## src/rtl/uart_apb_seq_pkg.sv

```systemverilog
// Shared constants for the UART APB sequencer: CoreUARTapb register map,
// FSM state encoding and err_sticky bit positions.
package uart_apb_seq_pkg;

  localparam logic [4:0] ADDR_TXDATA = 5'h00;
  localparam logic [4:0] ADDR_RXDATA = 5'h04;
  localparam logic [4:0] ADDR_CTRL1  = 5'h08;
  localparam logic [4:0] ADDR_CTRL2  = 5'h0C;

  localparam int ERR_PARITY   = 0;
  localparam int ERR_FRAMING  = 1;
  localparam int ERR_OVERFLOW = 2;

  typedef enum logic [2:0] {
    INIT1,
    INIT2,
    IDLE,
    SETUP,
    ACCESS,
    GUARD
  } state_e;

  // Which transfer occupies the SETUP/ACCESS pair; decides where ACCESS exits to.
  typedef enum logic [1:0] {
    OP_CFG1,
    OP_CFG2,
    OP_TX,
    OP_RX
  } op_e;

endpackage

```

## src/rtl/uart_apb_sequencer.sv

```systemverilog
// APB master that configures a CoreUARTapb at start-up, then moves bytes between
// valid/ready TX/RX streams and the UART data registers, with sticky error flags.
module uart_apb_sequencer
  import uart_apb_seq_pkg::*;
#(
  parameter logic [12:0] BAUD_VALUE = 13'd1,
  parameter logic        PRG_BIT8   = 1'b1,
  parameter logic [1:0]  PRG_PARITY = 2'b00
) (
  input  logic       PCLK,
  input  logic       PRESETN,
  output logic [4:0] PADDR,
  output logic       PSEL,
  output logic       PENABLE,
  output logic       PWRITE,
  output logic [7:0] PWDATA,
  input  logic [7:0] PRDATA,
  input  logic       PREADY,
  input  logic       TXRDY,
  input  logic       RXRDY,
  input  logic       PARITY_ERR,
  input  logic       FRAMING_ERR,
  input  logic       OVERFLOW,
  input  logic       tx_valid,
  input  logic [7:0] tx_data,
  output logic       tx_ready,
  output logic       rx_valid,
  output logic [7:0] rx_data,
  input  logic       rx_ready,
  output logic [2:0] err_sticky,
  input  logic       err_clr,
  output logic       cfg_done
);

  state_e     state_q, state_d;
  op_e        op_q;
  logic       last_rx_q;
  logic       guard_q;
  logic       tx_req, rx_req;
  logic       tx_grant, rx_grant;
  logic       xfer_done;
  logic [2:0] err_set;

  assign tx_req    = tx_valid & TXRDY;
  assign rx_req    = RXRDY & ~rx_valid;
  assign PSEL      = (state_q == SETUP) || (state_q == ACCESS);
  assign PENABLE   = (state_q == ACCESS);
  assign xfer_done = PENABLE & PREADY;
  assign tx_ready  = tx_grant;

  always_comb begin
    // NOTE: every output of this block gets a default first, so no path leaves
    // a value unassigned and no latch is inferred.
    err_set               = '0;
    err_set[ERR_PARITY]   = PARITY_ERR;
    err_set[ERR_FRAMING]  = FRAMING_ERR;
    err_set[ERR_OVERFLOW] = OVERFLOW;
  end

  always_comb begin
    state_d  = state_q;
    tx_grant = 1'b0;
    rx_grant = 1'b0;
    case (state_q)
      INIT1:  state_d = SETUP;
      INIT2:  state_d = SETUP;
      IDLE: begin
        // last_rx_q set means RX went last, so TX wins a tie.
        if (tx_req && (!rx_req || last_rx_q)) tx_grant = 1'b1;
        else if (rx_req)                      rx_grant = 1'b1;
        if (tx_grant || rx_grant) state_d = SETUP;
      end
      SETUP:  state_d = ACCESS;
      ACCESS: begin
        if (PREADY) begin
          if (op_q == OP_CFG1)      state_d = INIT2;
          else if (op_q == OP_CFG2) state_d = IDLE;
          else                      state_d = GUARD;
        end
      end
      GUARD:  if (guard_q) state_d = IDLE;
      default: state_d = INIT1;
    endcase
  end

  always_ff @(posedge PCLK or negedge PRESETN) begin
    // NOTE: non-blocking assignments so every register samples pre-edge values.
    if (!PRESETN) state_q <= INIT1;
    else          state_q <= state_d;
  end

  always_ff @(posedge PCLK or negedge PRESETN) begin
    if (!PRESETN) begin
      PADDR      <= '0;
      PWRITE     <= 1'b0;
      PWDATA     <= '0;
      op_q       <= OP_CFG1;
      last_rx_q  <= 1'b1;
      guard_q    <= 1'b0;
      rx_valid   <= 1'b0;
      rx_data    <= '0;
      err_sticky <= '0;
      cfg_done   <= 1'b0;
    end else begin
      // Set is OR-ed in after the clear so a coincident error survives err_clr.
      err_sticky <= err_set | (err_clr ? 3'b000 : err_sticky);
      guard_q    <= (state_q == GUARD) ? ~guard_q : 1'b0;

      case (state_q)
        INIT1: begin
          PADDR  <= ADDR_CTRL1;
          PWDATA <= BAUD_VALUE[7:0];
          PWRITE <= 1'b1;
          op_q   <= OP_CFG1;
        end
        INIT2: begin
          PADDR  <= ADDR_CTRL2;
          PWDATA <= {BAUD_VALUE[12:8], PRG_PARITY, PRG_BIT8};
          PWRITE <= 1'b1;
          op_q   <= OP_CFG2;
        end
        IDLE: begin
          if (tx_grant) begin
            PADDR     <= ADDR_TXDATA;
            PWDATA    <= tx_data;
            PWRITE    <= 1'b1;
            op_q      <= OP_TX;
            last_rx_q <= 1'b0;
          end else if (rx_grant) begin
            PADDR     <= ADDR_RXDATA;
            PWRITE    <= 1'b0;
            op_q      <= OP_RX;
            last_rx_q <= 1'b1;
          end
        end
        default: ;
      endcase

      if (rx_valid && rx_ready) rx_valid <= 1'b0;

      if (xfer_done) begin
        if (op_q == OP_CFG2) cfg_done <= 1'b1;
        if (op_q == OP_RX) begin
          rx_data  <= PRDATA;
          rx_valid <= 1'b1;
        end
      end
    end
  end

endmodule

```

## config.mk

```make
export PLATFORM = sky130hd
export DESIGN_NAME = uart_apb_sequencer
export DESIGN_NICKNAME = d
export VERILOG_FILES = /design/src/rtl/uart_apb_seq_pkg.sv /design/src/rtl/uart_apb_sequencer.sv
export SDC_FILE = /design/constraint.sdc
export NUM_CORES = 1
export LEC_CHECK = 0
export CAP_MARGIN = 5
export CORE_AREA = 2 2 64 66
export DETAILED_ROUTE_END_ITERATION = 7
export DIE_AREA = 0 0 66 68
export PLACE_DENSITY = 0.81
export SLEW_MARGIN = 0
export SYNTH_ARGS = -nofsm -noshare
export SYNTH_HDL_FRONTEND = slang
export SYNTH_SLANG_ARGS = --single-unit
```

## constraint.sdc

```tcl
create_clock -name PCLK -period 1.9 [get_ports PCLK]
set_clock_uncertainty 0.1 [all_clocks]
set_input_delay 0.285 -clock PCLK [delete_from_list [all_inputs] [get_ports PCLK]]
set_output_delay 0.285 -clock PCLK [all_outputs]
set_load 0.01 [all_outputs]
```

# Word level (Yosys, flattened, before mapping)

Cells that the tools add are included.

Register bits after elaboration: 34
Input bits: 27
Output and inout bits: 30
Word-level logic and storage cells: 79

Equality and inequality tests: 12
Mux-type cells: 31
Bitwise logic cells: 6
Reductions and logical operators: 19

Operators by type and width:

| kind               | number |
|---|---|
| $mux 3             | 6 |
| $pmux 8 s2         | 1 |
| $mux 1             | 15 |
| $pmux 3 s5         | 1 |
| $pmux 5 s3         | 1 |
| $reduce_and 2->1   | 6 |
| $mux 5             | 2 |
| $mux 8             | 1 |
| $eq 3x2->1 const B | 2 |
| $eq 3x3->1 const B | 2 |
| $ne 2x2->1 const B | 3 |
| $pmux 2 s3         | 1 |
| $mux 2             | 2 |
| $reduce_bool 2->1  | 2 |
| $and 1x1->1        | 3 |
| $eq 3x1->1 const B | 1 |
| $logic_not 3->1    | 1 |
| $logic_or 1x1->1   | 3 |
| $ne 3x3->1 const B | 1 |
| $or 3x3->3         | 1 |
| $reduce_and 3->1   | 1 |
| $reduce_bool 3->1  | 1 |
| $eq 2x1->1 const B | 1 |
| $eq 2x2->1 const B | 1 |
| other kinds (7)    | 9 |

# Longest topological paths before layout

Gate-level depths: netlist (run 1).

Depth in word-level cells: 11
Gate-level depth with buffers: 5
Gate-level depth less buffers: 4

# Least setup slack after synthesis (run 1)

OpenSTA, ideal clock, no wires.

Kind: reg2reg
Start point: register state_q[1]
End point: register rx_data[0]
Library setup time: 0.125 ns
Arrival: 1.343 ns
Data required time: 1.675 ns
Slack: 0.332 ns
Stages on the path, launching flop included: 5
Path buffers: 1
Clock period less this slack: 1.568 ns
Cells stage by stage: dfrtp_1 clkbuf_1 nor3_4 nand4_4 mux2_2

Cells in the longest elaborated chain, start to end: 3

Ends and longest elaborated chain:

| what                              | RTL line                  | RTL |
|---|---|---|
| start, declared                   | uart_apb_sequencer.sv:35  | `state_e state_q, state_d;` |
| start signal, assigned            | uart_apb_sequencer.sv:89  | `else state_q <= state_d;` |
| $eq 3x3->1                        | uart_apb_sequencer.sv:47  | `assign PENABLE = (state_q == ACCESS);` |
| named net PENABLE                 | uart_apb_sequencer.sv:14  | `output logic PENABLE,` |
| $and 1x1->1                       | uart_apb_sequencer.sv:48  | `assign xfer_done = PENABLE & PREADY;` |
| $reduce_and 2->1 (no source line) | n/a                       |  |
| end signal, assigned              | uart_apb_sequencer.sv:101 | `rx_data <= '0;` |
| end signal, assigned              | uart_apb_sequencer.sv:144 | `rx_data <= PRDATA;` |
| end, declared                     | uart_apb_sequencer.sv:28  | `output logic [7:0] rx_data,` |

The timed path passes the listed nets, and every way through them passes these cells.
A chain may end at the register's enable or synchronous reset.

==> results of run 1 <==
## synthesized netlist by cell type, types with 2 or more instances
cell type	instances
sky130_fd_sc_hd__nor2b_1	2
sky130_fd_sc_hd__nor2_1	8
sky130_fd_sc_hd__dfrtp_1	29
sky130_fd_sc_hd__o22ai_1	2
sky130_fd_sc_hd__inv_1	5
sky130_fd_sc_hd__clkbuf_1	4
sky130_fd_sc_hd__nand3_1	7
sky130_fd_sc_hd__o211ai_1	7
sky130_fd_sc_hd__a2bb2oi_1	2
sky130_fd_sc_hd__buf_4	4
sky130_fd_sc_hd__a21o_1	5
sky130_fd_sc_hd__o21ai_0	7
sky130_fd_sc_hd__a21oi_1	4
sky130_fd_sc_hd__mux2_2	8
sky130_fd_sc_hd__and2_1	3
sky130_fd_sc_hd__or2_2	2
sky130_fd_sc_hd__a31oi_1	2
sky130_fd_sc_hd__nand2_1	16
## power by group through the flow
stage | clock (W) | sequential [W] | combinational (W)
3_5_place_dp | 0 | 0.00112 | 0.00136
4_1_cts | 0.000536 | 0.00111 | 0.00139
2_1_floorplan | 0 | 0.00116 | 0.000601
5_1_grt | 0.000569 | 0.00116 | 0.00155
3_3_place_gp | 0 | 0.00111 | 0.00134
6_report | 0.000508 | 0.00112 | 0.00141
## registers in the layout, summed over array words and instances (netlist names), 2 cells and up
name        count
op_q            2
err_sticky      3
state_q         3
rx_data         8
PWDATA          8
## repair_timing
action / CTS / global route
gates resized for setup: 5 / 6
setup buffers: 2 / 2
pin swaps: 0 / 1
endpoints found under the setup margin: 3 / 7
hold buffers: 0 / 0
## layout make-up
class | instances | area share [%]
clock buffer | 8 | 4.107
inverter | 6 | 1.027
multi-input combinational | 89 | 27.04
sequential | 30 | 34.46
tap | 50 | 2.852
timing repair buffer | 72 | 30.52
## cell families (layout without fill, tap and decap cells)
logic type,after synthesis,count (layout),share of synthesized area (%)
other cells,1,3,0.2698
flops,30,30,54.10
simple gates,45,45,17.82
buf+inv,15,86,5.220
compound gates,32,32,15.39
mux,9,9,7.201
## final timing paths
path                                  from    endpoint  cells past startpoint
max in group asynchronous          PRESETN   last_rx_q                      2
min in group PCLK                 cfg_done    cfg_done                      1
worst max register to register  state_q[2]  rx_data[5]                      6
worst max-delay path               op_q[0]    PADDR[2]                      1
worst min-delay path               PRESETN   PWDATA[4]                      2
worst min register to register    cfg_done    cfg_done                      1
## routing by layer
layer / share of wire (%) / global-route usage [%] / up-vias
li1: - / - / 601
met1: 44 / 19.83 / 573
met2: 49 / 23.86 / 28
met3: 5.5 / 6.086 / 6
met4: 1.4 / 5.612 / 0
met5: 0 / 0 / -
## stage by stage
step	setup slack (ns)	hold WS [ns]	power [W]
after CTS	-0.1343	0.3034	0.003042
final	0.1607	0.2962	0.003039
after detailed placement	-0.2228	0.3574	0.002479
after floorplan	0.3322	-0.1106	0.001762
after global placement	-0.1913	0.3561	0.002450
after global routing	0.08178	0.3510	0.003282
==> results.txt, run 1 <==
----------------------------------------------------
[Worst setup path]
  Arr. time, crit path ... approximately 1.4 ns
  Max incr delay on CP ... 0.60 ns
  Internal reg-to-reg setup slack ... around 0.23 ns
  Data required time at the worst endpoint ... 1.51 ns
  Top cell family by delay on the critical path ... buffers and inverters
  CP Class ... reg -> out
  Max stage delay cell, worst path ... sky130_fd_sc_hd__clkdlybuf4s50_1
  Max Fanout on Critical Path ... 7
  Worst-path cell chain ... clkdlybuf4s50_1
  Startpoint class of the critical path ... flip-flop
  Count of buffering cells on the critical path with inverters included ... 1
  Kind of end point of the critical path ... output pin

[Route]
  Antenna Nets Post-Route ... 0
  First-pass DRT Iterations ... 4
  Initial DRC count ... 53
  Overall via count from detail_route ... 1208
  Avg WL per Cell ... 12.45 µm
  Aggregate routed wire length ... roughly 3200 µm
  Via count normalized by instance count ... 4.737
  # DRC ... 0

[STA]
  Total count of hold-check failures in the final report ... 0
  Number of max-slew violations in the final report ... 0
  Final period utilization ... around nine tenths
  Upper clock frequency limit ... 574.9 MHz
  Count of endpoints failing setup in the final report ... 0
  Setup total negative slack ... 0 ns
  Setup repair after global routing missed its margin ... no
  Min cycle time layout ... roughly 1.7 ns

[Synthesis]
  Warnings, synthesis ... 0
  Dominant register cell in the synthesized netlist ... sky130_fd_sc_hd__dfrtp_1
  Share of the synthesized area in the top cell type ... 52.21%
  Largest area contributor in the synthesized netlist ... sky130_fd_sc_hd__dfrtp_1
  Distinct cell type count of the synthesized netlist ... 33
  Total of flip-flops plus latches after synthesis ... 30
  Async S/R FF share, synth ... 100.0%
  Number of synthesized flops with an enable pin ... 0
  Mapped Avg Cell Area ... 10.53 µm²
  Post-synthesis cell area ... 1390 µm²
  Synthesized netlist cell count ... 132
  Biggest area contributors in the synthesized netlist ... sky130_fd_sc_hd__dfrtp_1 52%, sky130_fd_sc_hd__mux2_2 6.5%, sky130_fd_sc_hd__nand2_1 4.3%
  Portion of the post-synthesis area used by sequential elements ... a little over half

[Global routing]
  First-pass GRT wire length ... slightly above 5000 µm
  Number of global-route vias before repair ... 1178
  Largest net degree at the start of global routing ... 31
  Global routing usage summed across all routing layers ... 15.48%
  Initial antenna violation count ... 0
  Total overflow reported by the global router ... 0

[Layout]
  Number of fillers in the final layout ... 341
  Multi-input gate area in the final layout ... 593.1 µm²
  Number of nets in the final layout ... 231
  Antenna diode count ... 0
  Number of standard cells in the layout, taps in and fillers out ... 255
  Sequential cell area ... 755.7 µm²
  Share of final-layout standard cells stronger than drive strength 1 ... 22.44%
  Core utilization of the finished layout ... 56.88%
  Leading cell types in the layout, fill and taps excluded ... 50 x sky130_fd_sc_hd__clkdlybuf4s50_1, 26 x sky130_fd_sc_hd__dfrtp_1, 19 x sky130_fd_sc_hd__buf_4, 16 x sky130_fd_sc_hd__nand2_1
  Final standard cell area without fillers ... 2193 µm²
  Most frequent standard cell in the layout excluding fill and tap cells ... sky130_fd_sc_hd__clkdlybuf4s50_1
  Synth-to-layout area growth ... 57.79%

[Pwr]
  Sequential share of power ... 36.9%
  Power Internal ... 0.002005 W
  Worst VDD drop ... approximately 0.57 mV
  Switching share of power ... 34.02%
  Part of the power in the clock network ... 16.7%
  Pleak ... 0.9610 nW
  Power Density ... 1386 nW/µm²
  Net switching power ... 0.001034 W
  Combinational group share of total power ... 46.4%

[Clocking]
  Clk pin slew, worst setup/hold paths ... 0.06 ns
  Clock root buffer master ... sky130_fd_sc_hd__clkbuf_8
  CTS tree ... yes
  Largest buffer count on any clock path ... 2
  H-tree level count ... 2
  Total clock buffers created by CTS ... 5
  Clock net sink count ... 30
  Clk_lat worst skew ... 0.27 ns

[Run]
  Reported max-cap violation count ... 0

[Placed design]
  Instance count after placement with tap cells included ... about 240
  Final HPWL DP ... 2317 µm
  Buffers added on ports ... 53
  Post-place instance area ... 2053 µm²
  Placer's final routability congestion estimate ... 0.8087

[Floorplan]
  Initial Utilization ... 36.05%
  Chip Width ... 66 µm
  I/O pin count ... 57
  Die Y ... 68 µm
  Overall die area ... between 4000 and 5000 µm²
  Area of the placeable core ... 3856 µm²
  Placement Rows ... 23

[Outcome]
  Outcome ... finished clean

[Min path]
  Hold/Removal Path Class ... in -> async

----------------------------------------------------
(Power assumes the default switching activity.)
==> run 2: changes to the inputs <==
GPL_ROUTABILITY_DRIVEN = 0   (was default)
TNS_END_PERCENT = 10   (was default)
==> run 2 against run 1 <==
Against the previous run:
- count of clock-buffer cells in the layout did not move
- flip-flop and latch count unchanged
- largest cell class unchanged
- routed wire length is 0.38% lower
- combinational power is essentially flat
- critical path type is now in -> out
==> results.txt, run 2 (synthesis gave the netlist of run 1 again) <==
----------------------------------------------------
[Outcome]
  Outcome ... finished clean

[Worst setup path]
  Stages on worst setup path ... 5 (+4)
  Data required time at the worst endpoint ... 1.51 ns (about the same)
  Arr. time, crit path ... 1.45 ns (+0.10 ns)
  Max stage delay cell, worst path ... sky130_fd_sc_hd__clkdlybuf4s50_1
  FF-to-FF path depth ... 6 (unchanged)
  Count of buffering cells on the critical path with inverters included ... 2 (+1)
  Internal reg-to-reg setup slack ... 0.22 ns (about the same)
  Max incr delay on CP ... 0.48 ns (-0.12 ns)
  CP Class ... in -> out
  Kind of end point of the critical path ... output pin
  Max Fanout on Critical Path ... 2 (-5)
  Startpoint class of the critical path ... primary input
  Worst-path cell chain ... clkdlybuf4s50_1 > nor3b_4 > nor2_1 > and3_1 > clkdlybuf4s15_1
  Top cell family by delay on the critical path ... buffers and inverters

[Floorplan]
  Overall die area ... 4488 µm² (unchanged)
  Initial Utilization ... 36.05% (unchanged)
  Area of the placeable core ... 3856 µm² (unchanged)
  Placement Rows ... 23 (unchanged)
  I/O pin count ... 57 (unchanged)
  Chip Width ... 66 µm (unchanged)
  Die Y ... 68 µm (unchanged)

[Layout]
  Share of final-layout standard cells stronger than drive strength 1 ... 21.57% (-0.87 points)
  Registers with the most flip-flops ... PWDATA x8, rx_data x8
  Leading cell types in the layout, fill and taps excluded ... 50 x sky130_fd_sc_hd__clkdlybuf4s50_1, 26 x sky130_fd_sc_hd__dfrtp_1, 18 x sky130_fd_sc_hd__buf_4, 16 x sky130_fd_sc_hd__nand2_1
  Most frequent standard cell in the layout excluding fill and tap cells ... sky130_fd_sc_hd__clkdlybuf4s50_1
  Synth-to-layout area growth ... 57.61%
  Antenna diode count ... 0 (unchanged)
  Number of fillers in the final layout ... 346 (+1.5%)
  Number of standard cells in the layout, taps in and fillers out ... 254 (-0.39%)
  Number of nets in the final layout ... 230 (-0.43%)

[Min path]
  Hold/Removal Path Class ... in -> async

[Clocking]
  Clk pin slew, worst setup/hold paths ... 0.06 ns (about the same)
  Clock net sink count ... 30 (unchanged)
  Clock root buffer master ... sky130_fd_sc_hd__clkbuf_8
  Largest buffer count on any clock path ... 2 (unchanged)
  CTS tree ... yes
  H-tree level count ... 2 (unchanged)
  Total clock buffers created by CTS ... 5 (unchanged)
  Clk_lat worst skew ... 0.27 ns (about the same)
  Hold buffers post-CTS ... 0 (unchanged)

[Pwr]
  Net switching power ... 0.001034 W (about the same)
  Power Density ... 1383 nW/µm² (-0.17%)
  Worst VDD drop ... 0.5645 mV (-0.20%)
  Pleak ... 0.9558 nW (-0.53%)
  Combinational group share of total power ... 46.2% (-0.2 points)
  Switching share of power ... 34.13% (+0.11 points)
  Part of the power in the clock network ... 16.8% (about the same)
  Power Internal ... 0.001996 W (-0.44%)
  Sequential share of power ... 37.0% (about the same)

[STA]
  Count of endpoints failing setup in the final report ... 0 (unchanged)
  Setup total negative slack ... 0 ns (unchanged)
  Total count of hold-check failures in the final report ... 0 (unchanged)
  Smallest hold slack ... 0.2981 ns (+0.001884 ns)
  Number of max-slew violations in the final report ... 0 (unchanged)
  Final period utilization ... 96.60% (+5.1 points)
  Min cycle time layout ... 1.835 ns (+0.09608 ns)
  Upper clock frequency limit ... 544.8 MHz (-5.2%)
  Setup repair after global routing missed its margin ... yes

[Global routing]
  Initial antenna violation count ... 0 (unchanged)
  Total overflow reported by the global router ... 0 (unchanged)
  Global routing usage summed across all routing layers ... 15.37% (-0.11 points)
  First-pass GRT wire length ... 5161 µm (-0.65%)
  Largest net degree at the start of global routing ... 31 (unchanged)
  Number of global-route vias before repair ... 1164 (-1.2%)

[Run]
  Reported max-cap violation count ... 0 (unchanged)

[Placed design]
  Buffers added on ports ... 53 (unchanged)
  Instance count after placement with tap cells included ... 243 (unchanged)
  Final HPWL DP ... 2317 µm (unchanged)

[Route]
  First-pass DRT Iterations ... 4 (unchanged)
  Aggregate routed wire length ... 3163 µm (-0.38%)
  Overall via count from detail_route ... 1218 (+0.83%)
  Initial DRC count ... 41 (-23%)
  Avg WL per Cell ... 12.45 µm (about the same)
  Antenna Nets Post-Route ... 0 (unchanged)
  Via count normalized by instance count ... 4.795 (+1.2%)
  # DRC ... 0 (unchanged)

----------------------------------------------------
-- run 2: cell types whose count changed in the layout (fill, tap and decap cells not counted), sizes merged --
cell / change
buf: -1
clkbuf: -1
clkdlybuf4s15: +1
-- run 2: metal layers --
metal / routed length, µm / GRT usage [%] / up-vias / share of wire, %
met3: 187 / 6.086 / 6 / 5.9
met2: 1534 / 23.61 / 30 / 48
met5: 0 / 0 / - / 0
met1: 1396 / 19.73 / 585 / 44
li1: - / - / 597 / -
met4: 44 / 5.612 / 0 / 1.4
-- run 2: final cells by class --
cell class	count	area, µm²	share of cell area, %
Inverter	6	22.52	1.028
Tap cell	50	62.56	2.856
Multi-Input combinational cell	89	593.1	27.07
Timing Repair Buffer	71	666.9	30.44
Clock buffer	8	90.09	4.112
Sequential cell	30	755.7	34.49
-- run 2: metrics by stage --
stage          total power [W]  setup slack, ns  util (%)  instance area [µm²]
3_3_place_gp          0.002450          -0.1913     53.24                 2053
6_report              0.003031          0.06460     56.81                 2191
3_5_place_dp          0.002479          -0.2228     53.24                 2053
5_1_grt               0.003267         0.008917     56.81                 2191
4_1_cts               0.003017          -0.1551     55.71                 2148
2_1_floorplan         0.001762           0.3322         -                 1398
-- run 2: final timing paths --
path,from,to
max in group asynchronous,PRESETN,last_rx_q
hold / removal,PRESETN,PWDATA[4]
hold reg to reg,cfg_done,cfg_done
min in group PCLK,cfg_done,cfg_done
setup / recovery,RXRDY,tx_ready
setup reg to reg,state_q[2],rx_data[5]
-- run 2: timing repair --
item | 4_1_cts | 5_1_grt
setup buffers | 0 | 3
hold endpoints to repair | 0 | 0
resized for setup | 5 | 5
endpoints found under the setup margin | 3 | 2
gates cloned | 0 | 0
pin swaps | 0 | 1
-- run 2: power by group through the flow --
stage	logic, W	clock network, W	registers (W)
2_1_floorplan	0.000601	0	0.00116
3_3_place_gp	0.00134	0	0.00111
3_5_place_dp	0.00136	0	0.00112
4_1_cts	0.00136	0.000536	0.00112
5_1_grt	0.00154	0.000569	0.00116
6_report	0.00140	0.000510	0.00112
-- run 2: worst reg2reg max path: stages (launching register included) --
cell and delay (ns):
sky130_fd_sc_hd__dfrtp_2 0.39, sky130_fd_sc_hd__inv_2 0.09, sky130_fd_sc_hd__nor3_4 0.20, sky130_fd_sc_hd__buf_4 0.14, sky130_fd_sc_hd__buf_4 0.12, sky130_fd_sc_hd__nand4_4 0.20, sky130_fd_sc_hd__mux2_2 0.33
